[src/rtl/cache_arb_pkg.sv]
// rtl/cache_arb_pkg.sv - shared types and defaults for the cache/memory arbiter
package cache_arb_pkg;

    typedef enum logic [1:0] {
        IDLE  = 2'd0,
        WRITE = 2'd1,
        FILL  = 2'd2,
        DRAIN = 2'd3
    } arb_state_t;

    localparam logic PORT_I = 1'b0;
    localparam logic PORT_D = 1'b1;

    localparam int DEF_BLOCK_WORDS = 8;
    localparam int DEF_MEM_LAT     = 4;

endpackage

[src/rtl/cache_arb_pick.sv]
// rtl/cache_arb_pick.sv - 2-way request picker; CACHE_ARB_DPRIO_EN selects fixed D priority
module cache_arb_pick
    import cache_arb_pkg::*;
(
    input  logic i_req,
    input  logic d_req,
    input  logic last_grant,
    output logic winner
);

`ifdef CACHE_ARB_DPRIO_EN
    // Fixed priority: D-cache takes every tie, history is irrelevant.
    always_comb begin
        winner = d_req ? PORT_D : PORT_I;
    end
`else
    // Round-robin: on a tie the port that did not win last time goes next.
    always_comb begin
        if (i_req && d_req) begin
            winner = ~last_grant;
        end else if (d_req) begin
            winner = PORT_D;
        end else begin
            winner = PORT_I;
        end
    end
`endif

endmodule

[src/rtl/cache_mem_arbiter.sv]
// rtl/cache_mem_arbiter.sv - I/D cache arbiter sequencing word writes and 8-word block fills
module cache_mem_arbiter
    import cache_arb_pkg::*;
#(
    parameter int MEM_LAT     = DEF_MEM_LAT,
    parameter int BLOCK_WORDS = DEF_BLOCK_WORDS
) (
    input  logic        clk,
    input  logic        rst,
    input  logic        i_req,
    input  logic        d_req,
    input  logic        i_wr,
    input  logic        d_wr,
    input  logic [15:0] i_addr,
    input  logic [15:0] d_addr,
    input  logic [15:0] i_wdata,
    input  logic [15:0] d_wdata,
    output logic        i_gnt,
    output logic        d_gnt,
    output logic        i_fill_valid,
    output logic        d_fill_valid,
    output logic [2:0]  fill_offset,
    output logic [15:0] fill_data,
    output logic        i_done,
    output logic        d_done,
    output logic [15:0] mem_addr,
    output logic [15:0] mem_wdata,
    output logic        mem_enable,
    output logic        mem_wr,
    input  logic [15:0] mem_rdata,
    input  logic        mem_valid
);

    if (MEM_LAT < 1 || MEM_LAT > 8) begin : g_bad_lat
        $error("MEM_LAT out of range 1..8");
    end
    if (BLOCK_WORDS < 1 || BLOCK_WORDS > 8 || (BLOCK_WORDS & (BLOCK_WORDS - 1)) != 0) begin : g_bad_bw
        $error("BLOCK_WORDS must be a power of two up to 8");
    end

    localparam logic [2:0] LAST = 3'(BLOCK_WORDS - 1);

    arb_state_t  state, state_n;
    logic        owner, owner_n;
    logic        last_grant, last_grant_n;
    logic [2:0]  iss, iss_n;
    logic [2:0]  ret, ret_n;
    logic [11:0] base_q, base_n;
    logic        i_gnt_n, d_gnt_n;
    logic        en_n, wr_n;
    logic [15:0] addr_n, wdata_n;
    logic        wdone_i, wdone_d, wdone_i_n, wdone_d_n;

    logic        winner;
    logic        w_wr;
    logic [15:0] w_addr, w_wdata;
    logic        ret_hit, fill_last;

    cache_arb_pick u_pick (
        .i_req      (i_req),
        .d_req      (d_req),
        .last_grant (last_grant),
        .winner     (winner)
    );

    assign w_wr    = (winner == PORT_D) ? d_wr    : i_wr;
    assign w_addr  = (winner == PORT_D) ? d_addr  : i_addr;
    assign w_wdata = (winner == PORT_D) ? d_wdata : i_wdata;

    // Returned words only count while a fill owns memory; strays elsewhere are dropped.
    assign ret_hit   = ((state == FILL) || (state == DRAIN)) && mem_valid;
    assign fill_last = ret_hit && (ret == LAST);

    assign fill_data    = mem_rdata;
    assign fill_offset  = ret;
    assign i_fill_valid = ret_hit && (owner == PORT_I);
    assign d_fill_valid = ret_hit && (owner == PORT_D);
    assign i_done       = wdone_i || (fill_last && (owner == PORT_I));
    assign d_done       = wdone_d || (fill_last && (owner == PORT_D));

    // Next state plus next values of the registered memory-side and grant outputs.
    always_comb begin
        state_n      = state;
        owner_n      = owner;
        last_grant_n = last_grant;
        iss_n        = iss;
        ret_n        = ret;
        base_n       = base_q;
        i_gnt_n      = i_gnt;
        d_gnt_n      = d_gnt;
        en_n         = 1'b0;
        wr_n         = 1'b0;
        addr_n       = 16'h0000;
        wdata_n      = 16'h0000;
        wdone_i_n    = 1'b0;
        wdone_d_n    = 1'b0;
        case (state)
            IDLE: begin
                if (i_req || d_req) begin
                    owner_n      = winner;
                    last_grant_n = winner;
                    base_n       = w_addr[15:4];
                    i_gnt_n      = (winner == PORT_I);
                    d_gnt_n      = (winner == PORT_D);
                    en_n         = 1'b1;
                    iss_n        = 3'd0;
                    ret_n        = 3'd0;
                    if (w_wr) begin
                        state_n   = WRITE;
                        wr_n      = 1'b1;
                        addr_n    = w_addr;
                        wdata_n   = w_wdata;
                        wdone_i_n = (winner == PORT_I);
                        wdone_d_n = (winner == PORT_D);
                    end else begin
                        state_n = FILL;
                        addr_n  = {w_addr[15:4], 3'd0, 1'b0};
                    end
                end
            end
            WRITE: begin
                state_n = IDLE;
                i_gnt_n = 1'b0;
                d_gnt_n = 1'b0;
            end
            FILL: begin
                if (iss == LAST) begin
                    state_n = DRAIN;
                end else begin
                    iss_n  = iss + 3'd1;
                    en_n   = 1'b1;
                    addr_n = {base_q, iss + 3'd1, 1'b0};
                end
            end
            DRAIN: begin
            end
            default: begin
                state_n = IDLE;
            end
        endcase
        if (ret_hit) begin
            ret_n = ret + 3'd1;
            if (ret == LAST) begin
                state_n = IDLE;
                ret_n   = 3'd0;
                iss_n   = 3'd0;
                i_gnt_n = 1'b0;
                d_gnt_n = 1'b0;
                en_n    = 1'b0;
                addr_n  = 16'h0000;
            end
        end
    end

    // State, counters and registered outputs; reset clears everything at once.
    always_ff @(posedge clk or negedge rst) begin
        if (!rst) begin
            state      <= IDLE;
            owner      <= PORT_I;
            last_grant <= PORT_I;
            iss        <= 3'd0;
            ret        <= 3'd0;
            base_q     <= 12'h000;
            i_gnt      <= 1'b0;
            d_gnt      <= 1'b0;
            mem_enable <= 1'b0;
            mem_wr     <= 1'b0;
            mem_addr   <= 16'h0000;
            mem_wdata  <= 16'h0000;
            wdone_i    <= 1'b0;
            wdone_d    <= 1'b0;
        end else begin
            state      <= state_n;
            owner      <= owner_n;
            last_grant <= last_grant_n;
            iss        <= iss_n;
            ret        <= ret_n;
            base_q     <= base_n;
            i_gnt      <= i_gnt_n;
            d_gnt      <= d_gnt_n;
            mem_enable <= en_n;
            mem_wr     <= wr_n;
            mem_addr   <= addr_n;
            mem_wdata  <= wdata_n;
            wdone_i    <= wdone_i_n;
            wdone_d    <= wdone_d_n;
        end
    end

endmodule

[config.mk]
export PLATFORM = sky130hd
export DESIGN_NAME = cache_mem_arbiter
export DESIGN_NICKNAME = d
export VERILOG_FILES = /design/src/rtl/cache_arb_pkg.sv /design/src/rtl/cache_arb_pick.sv /design/src/rtl/cache_mem_arbiter.sv
export SDC_FILE = /design/constraint.sdc
export NUM_CORES = 1
export LEC_CHECK = 0
export BUFFER_PORTS_ARGS = -buffer_cell sky130_fd_sc_hd__buf_2
export CORE_ASPECT_RATIO = 1.5
export CORE_MARGIN = 4
export CORE_UTILIZATION = 41
export CTS_CLUSTER_SIZE = 20
export DETAILED_ROUTE_END_ITERATION = 12
export PLACE_DENSITY_LB_ADDON = 0.05
export SYNTH_ARGS = -nofsm -noshare
export SYNTH_HDL_FRONTEND = slang
export SYNTH_HIERARCHICAL = 1
export SYNTH_SLANG_ARGS = --single-unit
[constraint.sdc]
create_clock -name clk -period 1.9 [get_ports clk]
set_input_delay 0.475 -clock clk [delete_from_list [all_inputs] [get_ports clk]]
set_output_delay 0.475 -clock clk [all_outputs]
set_load 0.02 [all_outputs]
==> results.sh <==
export IMPL_hold_viol=0
export IMPL_grtUsageMet1_pct=18.1
export IMPL_io_buffers=113
export IMPL_max_cap_violations=0
export IMPL_grt_pass1_wl_um=11100
export IMPL_worstSetupEndpointType="primary output"
export IMPL_ant_nets=0
export IMPL_fin_util_pct=55.3
export IMPL_required_ns=1.42
export IMPL_ir_drop_mv=0.486
export IMPL_drive_gt1_share_pct=45.5
export IMPL_ys_warn_count=6
export IMPL_antenna_found_initial=0
export IMPL_path_buf_inv=1
export IMPL_syn2layout_area_growth_pct=31.1
export IMPL_ioPinCount=146
export IMPL_finalClockSkew_ns=0.00755
export IMPL_min_path_type="in2async"
export IMPL_startpoint_type="register"
export IMPL_cp_max_fo=4
export IMPL_regArea_um2=1480
export IMPL_cts_buffers=9
export IMPL_grt_usage_pct=16.4
export IMPL_cts_sinks=59
export IMPL_n_fill_cell=608
export IMPL_first_iter_violations=55
export IMPL_max_clock_freq_mhz=496
export IMPL_crit_chain="ha_4 > ha_4 > and3_4 > a21o_1 > buf_6"
export IMPL_avgRoutedWirePerCell_um=14.6
export IMPL_finalCritPeriodShare_pct=106
export IMPL_total_leakage_power_nw=2.05
export IMPL_instances_no_fill=456
export IMPL_violations="setup timing"
export IMPL_status="finished with violations"
export IMPL_worstMarginPinSlew_ns=0.441
export IMPL_ys_types=31
export IMPL_setup_viol=2
export IMPL_final_max_slew_violation_count=0
export IMPL_gp_congestion=0.735
export IMPL_cpMostUsedCell="ha_4"
export IMPL_vias=2236
export IMPL_dieArea_um2=8480
export IMPL_diodes=0
export IMPL_grt_pass1_vias=2347
export IMPL_multiInputGateArea_um2=1230
export IMPL_p_per_area_nw_per_um2=1420
export IMPL_final_nets=467
export IMPL_syn_cell_area_um2=2890
export IMPL_clock_path_buffers=2
export IMPL_rows=37
export IMPL_die_w_um=76.6
export IMPL_synthesis_nets=353
export IMPL_drc=0
export IMPL_first_pass_iters=4
export IMPL_met2_usage_pct=28.5
export IMPL_path_clk_slew_ns=0.07
export IMPL_path_class="reg2out"
export IMPL_seq_area_frac_synth_pct=51.1
export IMPL_syn_inst=260
export IMPL_slew_headroom_pct=70.6
export IMPL_dieHeight_um=111
export IMPL_post_drt_via_cell_ratio=4.90
export IMPL_p_total_mw=5.39
export IMPL_period_minus_slack_ns=2.01
export IMPL_busiest_layer="met2"
export IMPL_critPathMaxStageDelay_ns=0.42
export IMPL_grt_remaining_overflow=0
export IMPL_setup_ws_ns=-0.115
export IMPL_wl_um=6640
export IMPL_rsz0062_at_grt="true"
export IMPL_cts_tree="built"
export IMPL_crit_path_top_delay_cell="dfrtp_2"
export IMPL_worstPathArrival_ns=1.54
export IMPL_dp_hpwl_um=4930
export IMPL_synth_seq_cells=59
export IMPL_clk_latency_ns=0.33
export IMPL_grtUsageMet3_pct=6.34
export IMPL_htree_num_levels=3
export IMPL_post_place_cells=436
export IMPL_core_area_um2=6850
export IMPL_cp_top_family="flip-flops"
export IMPL_grt_max_degree=60
export IMPL_initial_core_util_pct=42.2
export IMPL_ctsRootBufferMaster="clkbuf_8"
export IMPL_syn_mean_instance_area_um2=11.1
==> routing by layer <==
layer,part of all wire (%),up-vias
li1,-,1109
met1,40,1040
met2,51,79
met3,7.4,8
met4,1.4,0
met5,0,-
==> worst paths after layout <==
kind / from / to / slack (ns) / depth (start not counted)
min: rst / mem_addr[5]$_DFF_PN0_ / 0.14 / 2
max in group asynchronous: rst / state[1]$_DFF_PN0_ / 1.48 / 2
max: fill_offset[0]$_DFFE_PN0P_ / d_done / -0.11 / 5
max reg2reg: iss[0]$_DFF_PN0_ / mem_addr[1]$_DFF_PN0_ / 0.14 / 7
min in group clk: i_wdata[2] / mem_wdata[2]$_DFF_PN0_ / 0.38 / 3
min reg2reg: base_q[4]$_DFFE_PN0N_ / base_q[4]$_DFFE_PN0N_ / 0.47 / 1
==> cell type report <==
| type | count | area share [%] |
|---|---|---|
| multi-input combinational | 164 | 32.6 |
| tap | 78 | 2.58 |
| timing repair buffer | 134 | 20.1 |
| clock buffer | 11 | 3.73 |
| sequential | 59 | 39.1 |
| inverter | 6 | 0.594 |
| clock inverter | 4 | 1.35 |
==> cells by family after synthesis <==
logic type,Yosys count,share of synthesized area [%]
mux,30,10.4
fa+ha+maj,6,2.60
compound gates,54,13.9
flops,59,51.1
simple gates,74,13.9
buf+inv,37,8.10
==> timing repair <==
action                                 CTS  global route
gates resized for setup                  8             3
endpoints found under the hold margin    0             0
buffers inserted                         5             0
pin swaps                                4             4
setup endpoints to repair                2             6
hold buffers                             0             0
==> report_power, final <==
part / internal (mW) / switching, mW / total, mW / leakage (nW)
registers: 1.67 / 0.231 / 1.90 / 0.770
clock network: 0.634 / 0.485 / 1.12 / 0.0954
logic: 1.08 / 1.28 / 2.36 / 1.18
total: 3.39 / 2.00 / 5.39 / 2.05
==> synthesized netlist by cell type, drive strengths merged <==
cell type	n	share of area, %
o21bai	1	0.26
a221oi	3	0.91
o21ba	2	0.69
nor2b	4	0.87
a21o	15	3.9
and2	12	2.6
ha	6	2.6
nand2	7	0.91
nand3	2	0.35
nor2	23	3.8
nand2b	3	0.65
or3	1	0.39
buf	24	6.4
clkbuf	7	0.91
a21oi	8	1.4
nand3b	1	0.26
o21ai	8	1.4
nor4b	2	0.61
and3	2	0.43
nor3	15	2.6
o21a	12	3.1
a2111oi	3	1.6
dfrtp	59	51
nor3b	2	0.52
a21boi	1	0.39
mux2i	30	10
a31o	1	0.30
inv	6	0.78
==> metrics by stage <==
| step | cell area, um2 | setup WS (ns) | setup TNS (ns) | hold WS [ns] |
|---|---|---|---|---|
| 4_1_cts | 3770 | -0.159 | -0.315 | 0.141 |
| 3_5_place_dp | 3500 | -0.0169 | -0.0169 | 0.458 |
| 6_report | 3790 | -0.115 | -0.223 | 0.137 |
| 3_3_place_gp | 3500 | 0.0777 | 0 | 0.450 |
| 2_1_floorplan | 2900 | 0.00213 | 0 | 0.179 |
| 5_1_grt | 3790 | -0.163 | -0.319 | 0.155 |
==> cells in the final DEF (no fill, tap or decap), types with 7 or more instances in the layout <==
master,Yosys,final
nor2_2,9,9
and2_1,12,12
buf_4,21,19
o21ai_0,8,8
o21a_1,12,12
nor3_1,15,15
buf_2,1,111
clkbuf_8,0,10
a21oi_1,8,8
a21o_1,15,15
nor2_1,14,14
nand2_1,7,7
mux2i_1,30,30
dfrtp_1,59,56
==> registers in the layout, indices dropped and copies added, names as in the netlist <==
register,cells
wdone_i,1
base_q,12
last_grant,1
iss,3
mem_addr,16
state,2
mem_wdata,16
fill_offset,3
mem_wr,1
wdone_d,1
d_gnt,1
i_gnt,1
mem_enable,1
Power figures use the tool's default switching activity.
